<file path="config.mk">
export PLATFORM = sky130hd
export DESIGN_NAME = lfsr_packer_flat
export DESIGN_NICKNAME = d
export VERILOG_FILES = /design/src/rtl/lfsr_packer_if.sv /design/src/rtl/lfsr_packer.sv /design/src/flat_wrapper.sv
export SDC_FILE = /design/constraint.sdc
export NUM_CORES = 1
export LEC_CHECK = 0
export ABC_AREA = 1
export CAP_MARGIN = 20
export CORE_MARGIN = 10
export CORE_UTILIZATION = 35
export CTS_CLUSTER_SIZE = 10
export DETAILED_ROUTE_END_ITERATION = 10
export PLACE_DENSITY = 0.51
export SYNTH_ARGS = -nofsm -noshare
export SYNTH_HDL_FRONTEND = slang
export SYNTH_SLANG_ARGS = --single-unit
</file>
<file path="constraint.sdc">
create_clock -name clk -period 3.55 [get_ports clk]
set_input_delay 0.5325 -clock clk [delete_from_list [all_inputs] [get_ports clk]]
set_output_delay 0.5325 -clock clk [all_outputs]
set_load 0.05 [all_outputs]
</file>
<file path="src/rtl/lfsr_packer_if.sv">
// ----------------------------------------------------------------------------
// lfsr_packer_if
// Word output port of lfsr_packer.
//
// Handshake: the master holds word_valid high while it has a word and shows
// that word on word_data. A word moves on every rising edge where word_valid
// and word_ready are both high. word_ready has no effect while word_valid is
// low. word_data is only meaningful while word_valid is high.
//
// Signals:
//   word_valid  master -> slave   head word available
//   word_ready  slave  -> master  head word accepted this cycle
//   word_data   master -> slave   head word, WIDTH bits
// ----------------------------------------------------------------------------
interface lfsr_packer_if #(
    parameter int WIDTH = 8
);
    logic             word_valid;
    logic             word_ready;
    logic [WIDTH-1:0] word_data;

    modport master (
        output word_valid,
        output word_data,
        input  word_ready
    );

    modport slave (
        input  word_valid,
        input  word_data,
        output word_ready
    );
endinterface

</file>
<file path="src/rtl/lfsr_packer.sv">
// ----------------------------------------------------------------------------
// lfsr_packer
// Requests bits from an lfsr block, packs them LSB-first into WIDTH-bit words
// and queues the words in a DEPTH-entry show-ahead FIFO. The first bit of a
// word is requested only when a FIFO slot is reserved for that word, so a
// push never meets a full FIFO and no bit is lost or duplicated.
//
// Ports:
//   clk       in   clock, rising edge
//   rst_n     in   asynchronous active-low reset, shared with the lfsr
//   run       in   permission to request new bits
//   lfsr_en   out  registered shift request to the lfsr
//   lfsr_bit  in   registered rand_bit from the lfsr
//   word      if   master side of the word valid/ready port
//   level     out  FIFO occupancy
// ----------------------------------------------------------------------------
module lfsr_packer #(
    parameter int WIDTH = 8,
    parameter int DEPTH = 4
) (
    input  logic                       clk,
    input  logic                       rst_n,
    input  logic                       run,
    output logic                       lfsr_en,
    input  logic                       lfsr_bit,
    lfsr_packer_if.master              word,
    output logic [$clog2(DEPTH+1)-1:0] level
);
    localparam int CW = $clog2(WIDTH);
    localparam int AW = $clog2(DEPTH);
    localparam int LW = $clog2(DEPTH+1);
    localparam int RW = LW + 1;

    logic             bit_pend;
    logic [CW-1:0]    req_cnt;
    logic [CW-1:0]    req_cnt_nxt;
    logic [CW-1:0]    cap_cnt;
    logic [WIDTH-2:0] partial;
    logic [1:0]       inflight;
    logic [1:0]       inflight_nxt;
    logic [LW-1:0]    level_nxt;
    logic [RW-1:0]    reserved_nxt;
    logic [WIDTH-1:0] mem [DEPTH];
    logic [AW-1:0]    wr_ptr;
    logic [AW-1:0]    rd_ptr;
    logic             push;
    logic             pop;
    logic             first_req;
    logic             en_nxt;

    // The WIDTH-th capture completes a word and pushes it in the same cycle.
    assign push      = bit_pend && (cap_cnt == CW'(WIDTH - 1));
    assign pop       = word.word_valid && word.word_ready;
    assign first_req = lfsr_en && (req_cnt == '0);

    // The credit decision looks at the state after this edge: a request in
    // the next cycle that starts a new word must see the slot count that
    // includes every word already started.
    always_comb begin
        req_cnt_nxt = req_cnt;
        if (lfsr_en) begin
            req_cnt_nxt = (req_cnt == CW'(WIDTH - 1)) ? '0 : req_cnt + CW'(1);
        end
        inflight_nxt = inflight + 2'(first_req) - 2'(push);
        level_nxt    = level + LW'(push) - LW'(pop);
        reserved_nxt = RW'(level_nxt) + RW'(inflight_nxt);
        en_nxt       = run && ((req_cnt_nxt != '0) || (reserved_nxt < RW'(DEPTH)));
    end

    always_ff @(posedge clk or negedge rst_n) begin
        if (!rst_n) begin
            lfsr_en  <= 1'b0;
            bit_pend <= 1'b0;
            req_cnt  <= '0;
            cap_cnt  <= '0;
            partial  <= '0;
            inflight <= '0;
            level    <= '0;
            wr_ptr   <= '0;
            rd_ptr   <= '0;
        end else begin
            lfsr_en  <= en_nxt;
            bit_pend <= lfsr_en;
            req_cnt  <= req_cnt_nxt;
            inflight <= inflight_nxt;
            level    <= level_nxt;
            if (bit_pend) begin
                if (cap_cnt == CW'(WIDTH - 1)) begin
                    cap_cnt <= '0;
                end else begin
                    cap_cnt <= cap_cnt + CW'(1);
                    for (int i = 0; i < WIDTH - 1; i++) begin
                        if (cap_cnt == CW'(i)) begin
                            partial[i] <= lfsr_bit;
                        end
                    end
                end
            end
            if (push) begin
                wr_ptr <= wr_ptr + AW'(1);
            end
            if (pop) begin
                rd_ptr <= rd_ptr + AW'(1);
            end
        end
    end

    // Storage is cleared on reset so word_data reads 0 until the first push.
    always_ff @(posedge clk or negedge rst_n) begin
        if (!rst_n) begin
            for (int i = 0; i < DEPTH; i++) begin
                mem[i] <= '0;
            end
        end else if (push) begin
            mem[wr_ptr] <= {lfsr_bit, partial};
        end
    end

    assign word.word_valid = (level != '0);
    assign word.word_data  = mem[rd_ptr];
endmodule

</file>
<file path="src/flat_wrapper.sv">
// flat-port wrapper written by rule: the top's interface ports become plain ports
module lfsr_packer_flat 
#(
    parameter int WIDTH = 8,
    parameter int DEPTH = 4
)
  (clk, rst_n, run, lfsr_en, lfsr_bit, level, word_word_valid, word_word_data, word_word_ready);
  lfsr_packer_if #(.WIDTH(WIDTH)) word_i ();
  input  logic clk;
  input  logic rst_n;
  input  logic run;
  output logic lfsr_en;
  input  logic lfsr_bit;
  output logic [$clog2(DEPTH+1)-1:0] level;
  output wire logic [$bits(word_i.word_valid)-1:0] word_word_valid;
  output wire logic [$bits(word_i.word_data)-1:0] word_word_data;
  input wire logic [$bits(word_i.word_ready)-1:0] word_word_ready;
  assign word_word_valid = word_i.word_valid;
  assign word_word_data = word_i.word_data;
  assign word_i.word_ready = word_word_ready;
  lfsr_packer #(.WIDTH(WIDTH), .DEPTH(DEPTH)) u_core (.clk(clk), .rst_n(rst_n), .run(run), .lfsr_en(lfsr_en), .lfsr_bit(lfsr_bit), .word(word_i), .level(level));
endmodule
</file>
==> results of run 1 <==
==> metal layers <==
| metal | share of wire (%) | wire length (um) | track usage (%) | vias to the layer above |
|---|---|---|---|---|
| li1 | - | - | - | 985 |
| met1 | 49 | 2553 | 11.78 | 864 |
| met2 | 47 | 2431 | 16.44 | 18 |
| met3 | 3.6 | 188 | 2.994 | 2 |
| met4 | 0.82 | 43 | 3.149 | 0 |
| met5 | 0 | 0 | 0 | - |
==> power breakdown <==
group / internal [mW] / leakage [nW] / switching (mW)
Sequential: 0.914 / 0.696 / 0.191
Combinational: 0.532 / 0.783 / 0.988
Clock: 0.209 / 0.0541 / 0.209
Total: 1.66 / 1.53 / 1.39
==> flip-flops by register name, indices dropped and copies added (netlist names) <==
signal / count
u_core.req_cnt: 3
u_core.bit_pend: 1
u_core.mem: 32
u_core.level: 3
u_core.inflight: 2
u_core.rd_ptr: 2
u_core.wr_ptr: 2
u_core.cap_cnt: 3
u_core.partial: 7
u_core.lfsr_en: 1
==> worst register-to-register path, stage by stage (launching register included) <==
cell,delay (ns)
dfrtp_1,0.43
ha_1,0.24
ha_1,0.23
nand2_2,0.12
clkinv_4,0.13
ha_1,0.30
inv_1,0.04
ha_1,0.19
xnor2_1,0.17
xor2_1,0.16
inv_1,0.07
ha_1,0.28
nand3_1,0.08
nand2_1,0.05
inv_1,0.04
nand2_1,0.05
a21oi_1,0.11
==> cells in the final DEF (no fill, tap or decap), drive strengths merged <==
cell type      count
clkbuf             5
dfrtp             56
buf                3
clkinvlp           1
fa                 1
nand2             65
xor2               3
ha                18
clkdlybuf4s50     16
o22ai              8
nand3              9
clkinv             2
inv               38
a31oi              1
xnor2              1
a21oi              3
nor2              26
o21ai             57
bufinv             1
==> cells by family after synthesis <==
logic type / count (synthesis) / synth area share (%)
AOI/OAI and AO/OA: 69 / 13.30
xor gates and xnor gates: 4 / 1.307
adders and majority gates: 19 / 9.146
buffers and inverters: 49 / 8.353
DFF: 56 / 52.26
and+or+nand+nor: 100 / 15.63
==> cells in the mapped netlist <==
master and count:
nand2_4 4, inv_1 38, clkinv_4 1, ha_1 18, clkbuf_1 1, fa_1 1
o21ai_1 32, xor2_1 3, a21oi_1 3, buf_2 4, nand2_2 1, o21ai_0 25
xnor2_1 1, nand2_1 60, a31oi_1 1, nor2_1 26, buf_6 4, buf_1 1
o22ai_1 8, dfrtp_1 56, nand3_1 9
==> final timing paths <==
kind / from / end / slack [ns] / cells past startpoint
hold reg to reg: u_core.mem[20]$_DFFE_PN0P_ / u_core.mem[20]$_DFFE_PN0P_ / 0.50 / 2
setup / recovery: u_core.rd_ptr[1]$_DFFE_PN0P_ / word_word_data[0] / 0.75 / 4
max in group asynchronous: rst_n / u_core.cap_cnt[1]$_DFFE_PN0P_ / 2.45 / 2
hold / removal: rst_n / u_core.mem[10]$_DFFE_PN0P_ / 0.33 / 1
setup reg to reg: u_core.cap_cnt[0]$_DFFE_PN0P_ / u_core.lfsr_en$_DFF_PN0_ / 0.80 / 16
min in group clk: u_core.mem[20]$_DFFE_PN0P_ / u_core.mem[20]$_DFFE_PN0P_ / 0.50 / 2
==> through the flow <==
step,utilization [%],total power [mW],cells
final,41.04,3.043,413
after global routing,41.04,3.324,413
after CTS,41.04,3.097,413
after detailed placement,39.52,2.671,405
after global placement,39.52,2.652,405
after floorplan,-,2.220,297
==> final cells by class <==
class	instances	area share, %
Clock inverter	3	1.407
Sequential cell	56	46.34
Inverter	39	5.006
Clock buffer	5	2.276
Timing Repair Buffer	19	5.958
Tap cell	99	4.096
Multi-Input combinational cell	192	34.92
==> metrics.yaml, run 1 <==
syn-instance-count: 297
yosysSeqAreaShare_pct: 52.26
num_io_pins: 18
yosys-top-cells-area: "dfrtp_1 (52%), ha_1 (8.4%), nand2_1 (8.4%)"
max_freq_mhz: 357.1
worstPathRequired_ns: 3.02
skew_ns: 0.01138
crit_buf_inv: 2
path_class: "flip-flop to output port"
outcome: "finished, final reports clean"
drt-pass1-iter-count: 4
drcViolationCount: 0
grt_max_degree: 41
crit_path_end_kind: "output port"
cts_resized: 0
worstPathArrival_ns: 2.27
clock-root-buffer: "clkbuf_8"
finalHoldViolations: 0
synth.distinct_cells: 21
syn_area_sq_um: 2681
cts_buffer_depth: 2
diodes: 0
grt_setup_unrepaired: "false"
numPortBuffers: 17
die_w_um: 107.5
crit_family: "buffers and inverters"
wl_per_cell_um: 12.63
finalCriticalPeriod_ns: 2.800
layout-drive-gt1-share_pct: 5.414
multi_input_area_sq_um: 1056
cts_buffers: 5
leakagePower_nw: 1.533
p_per_area_nw_per_um2: 1006
slew_headroom_pct: 42.19
placed_area_sq_um: 2913
num_vias: 1869
synth_nets: 321
seqCellArea_sq_um: 1401
place_congestion: 0.7262
dpl.hpwl_um: 3634
cp_cell_sequence: "inv_1, o21ai_0, o22ai_1, clkdlybuf4s50_1"
first_global_vias: 1863
routed_wl_um: 5216
avgViaCountPerCell: 4.525
dp_slack_ns: 0.7428
synth_largest_area_cell: "dfrtp_1"
die_area_sq_um: 11560
yosysWarnings: 0
overflow: 0
cpPeakStageDelay_ns: 0.85
grt_usage_pct: 9.836
hold_slack_ns: 0.3285
fin_crit_sh_pct: 78.87
cp-start-kind: "flip-flop"
fillerInstances: 759
cap_violations: 0
fin_ws_ns: 0.7500
antenna_found_initial: 0
ys_ff_latch: 56
fin_tns_setup_ns: 0
worst_slew_pin_slew_ns: 0.8672
clk_pin_slew_ns: 0.10
syn2layout_area_growth_pct: 12.79
postRouteAntennaNets: 0
post-cts-setup-buffers: 0
initial_core_util_pct: 36.38
nNetsFinal: 337
synth_top_area_share_pct: 52.26
hp-class: "primary input to asynchronous set/reset pin"
finalMaxSlewViolations: 0
crit_slowest_cell: "clkdlybuf4s50_1"
cts_max_level: 2
core_area_sq_um: 7370
cts.sinks: 56
critPathMaxFanout: 10
syn_area_per_cell_sq_um: 9.028
grt_pass1_wl_um: 9080
vdd_drop_max_uv: 311.9
drt_iter0_markers: 59
setup_violations: 0
row_count: 31
insertion_delay_ns: 0.31
fin_area_sq_um: 3024
fp.dieH_um: 107.5
holdBufCountCts: 0
cts_tree: "built"
Note: power is estimated with default switching activity, not from simulation.
==> run 2, diff against run 1 <==
--- a/config.mk
+++ b/config.mk
@@ -11,7 +11,7 @@
 export CORE_UTILIZATION = 35
 export CTS_CLUSTER_SIZE = 10
 export DETAILED_ROUTE_END_ITERATION = 10
-export PLACE_DENSITY = 0.51
+export PLACE_DENSITY = 0.53
 export SYNTH_ARGS = -nofsm -noshare
 export SYNTH_HDL_FRONTEND = slang
 export SYNTH_SLANG_ARGS = --single-unit
==> constraint.sdc (replaced) <==
create_clock -name clk -period 2.53 [get_ports clk]
set_input_delay 0.3795 -clock clk [delete_from_list [all_inputs] [get_ports clk]]
set_output_delay 0.3795 -clock clk [all_outputs]
set_load 0.05 [all_outputs]
==> metrics.yaml, run 2 (synthesis gave the netlist of run 1 again) <==
clock-root-buffer: "clkbuf_8"
nNetsFinal: 357
numPortBuffers: 17
cp_cell_sequence: "ha_2, ha_4, nand2_4, clkinv_4, ha_4, inv_2, ha_4, xnor2_2, xor2_1, inv_2, buf_6, buf_4, buf_4, buf_4, buf_4"
finalMaxSlewViolations: 0
p_clk_share_pct: 11.8
fillerInstances: 738
drt-pass1-iter-count: 4
cp-start-kind: "flip-flop"
reg.largest.list: "u_core.mem: 32 flops, u_core.partial: 7 flops"
p_sw_mw: 2.153
finalCriticalPeriod_ns: 2.427
grt_usage_pct: 10.02
antenna_found_initial: 0
crit_path_end_kind: "flip-flop"
avgViaCountPerCell: 4.520
layout-drive-gt1-share_pct: 20.36
max_freq_mhz: 412.0
die_w_um: 107.5
power_frac_comb_pct: 56.9
intPower_mw: 2.782
worstPathRequired_ns: 2.75
drt_iter0_markers: 65
worst_slew_pin_slew_ns: 0.5395
p_seq_share_pct: 31.3
first_global_vias: 1987
drcViolationCount: 0
diodes: 0
final_common_cell: "nand2_1"
p_per_area_nw_per_um2: 1463
dpl.hpwl_um: 3708
p_total_mw: 4.935
crit_buf_inv: 8
fp.dieH_um: 107.5
hold_slack_ns: 0.04759
crit_slowest_cell: "dfrtp_1"
crit_family: "adder cells"
swShare_pct: 43.63
grt_max_degree: 57
postRouteAntennaNets: 0
worstPathArrival_ns: 2.64
setup_violations: 0
num_io_pins: 18
vdd_drop_max_uv: 434.5
core_area_sq_um: 7370
routed_wl_um: 5559
cts_tree: "built"
slew_headroom_pct: 64.00
cts_buffers: 5
largest_register_ffs: 32
wl_per_cell_um: 12.84
row_count: 31
num_vias: 1957
path_class: "flip-flop to flip-flop"
grt_pass1_wl_um: 9459
insertion_delay_ns: 0.31
cts_max_level: 2
mostFrequentLayoutCells: "nand2_1 (59), dfrtp_1 (53), o21ai_1 (32)"
place_congestion: 0.7119
cts_buffer_depth: 2
fin_crit_sh_pct: 95.94
cts.sinks: 56
finalHoldViolations: 0
syn2layout_area_growth_pct: 25.81
clk_pin_slew_ns: 0.10
skew_ns: 0.007954
cpPeakStageDelay_ns: 0.40
initial_core_util_pct: 36.38
die_area_sq_um: 11560
worst_path_most_repeated_cell: "buf_4"
overflow: 0
hp-class: "primary input to asynchronous set/reset pin"
leakagePower_nw: 1.672
critPathMaxFanout: 3
top_register: "u_core.mem"
outcome: "finished, final reports clean"
cap_violations: 0
run 2: changes by cell type in the layout (fill, tap and decap cells not counted), sizes merged:
cell / before / now
clkdlybuf4s50: 16 / 8
buf: 3 / 31
run 2: worst paths after layout:
kind	start	endpoint	slack (ns)	cells past startpoint
hold reg to reg	u_core.mem[22]$_DFFE_PN0P_	u_core.mem[22]$_DFFE_PN0P_	0.50	2
setup / recovery	u_core.cap_cnt[1]$_DFFE_PN0P_	u_core.inflight[1]$_DFF_PN0_	0.10	15
hold / removal	rst_n	u_core.req_cnt[0]$_DFF_PN0_	0.05	2
setup reg to reg	u_core.cap_cnt[1]$_DFFE_PN0P_	u_core.inflight[1]$_DFF_PN0_	0.10	15
max in group asynchronous	rst_n	u_core.mem[20]$_DFFE_PN0P_	2.21	2
min in group clk	u_core.mem[22]$_DFFE_PN0P_	u_core.mem[22]$_DFFE_PN0P_	0.50	2
run 2: what timing repair did:
item	4_1_cts	5_1_grt
hold buffers	0	0
resized for setup	5	16
setup buffers	6	6
endpoints found under the setup margin	1	2
pin swaps	5	9
run 2: per-layer routing:
| layer | part of all wire, % | global-route usage (%) | wire length (um) | up-vias |
|---|---|---|---|---|
| li1 | - | - | - | 1023 |
| met1 | 49 | 12.76 | 2704 | 910 |
| met2 | 47 | 16.26 | 2630 | 20 |
| met3 | 3.1 | 2.635 | 173 | 4 |
| met4 | 0.92 | 2.863 | 51 | 0 |
| met5 | 0 | 0 | 0 | - |
run 2: power by group through the flow:
stage          clock network [mW]  registers (mW)  logic [mW]
3_5_place_dp                    0            1.56        2.55
3_3_place_gp                    0            1.55        2.51
4_1_cts                     0.607            1.54        2.66
6_report                    0.584            1.54        2.81
5_1_grt                     0.649            1.60        3.10
2_1_floorplan                   0            1.58        1.56
run 2: layout make-up:
type | instances | area [sq um] | share of cell area, %
tap | 99 | 123.9 | 3.672
timing repair buffer | 39 | 414.1 | 12.28
clock inverter | 3 | 42.54 | 1.261
sequential | 56 | 1405 | 41.65
multi-input combinational | 192 | 1165 | 34.53
clock buffer | 5 | 68.82 | 2.040
inverter | 39 | 153.9 | 4.562
run 2: through the flow:
stage                     util (%)  cell area [sq um]  std cells  setup WS [ns]     TNS, ns
after floorplan                  -               2700        297       -0.03769    -0.03769
after global placement       41.68               3072        413       -0.07697    -0.07697
after detailed placement     41.68               3072        413        -0.1263     -0.1263
after CTS                    44.11               3251        427        0.02082           0
after global routing         45.77               3373        433     -0.0002163  -0.0002163
final                        45.77               3373        433         0.1028           0
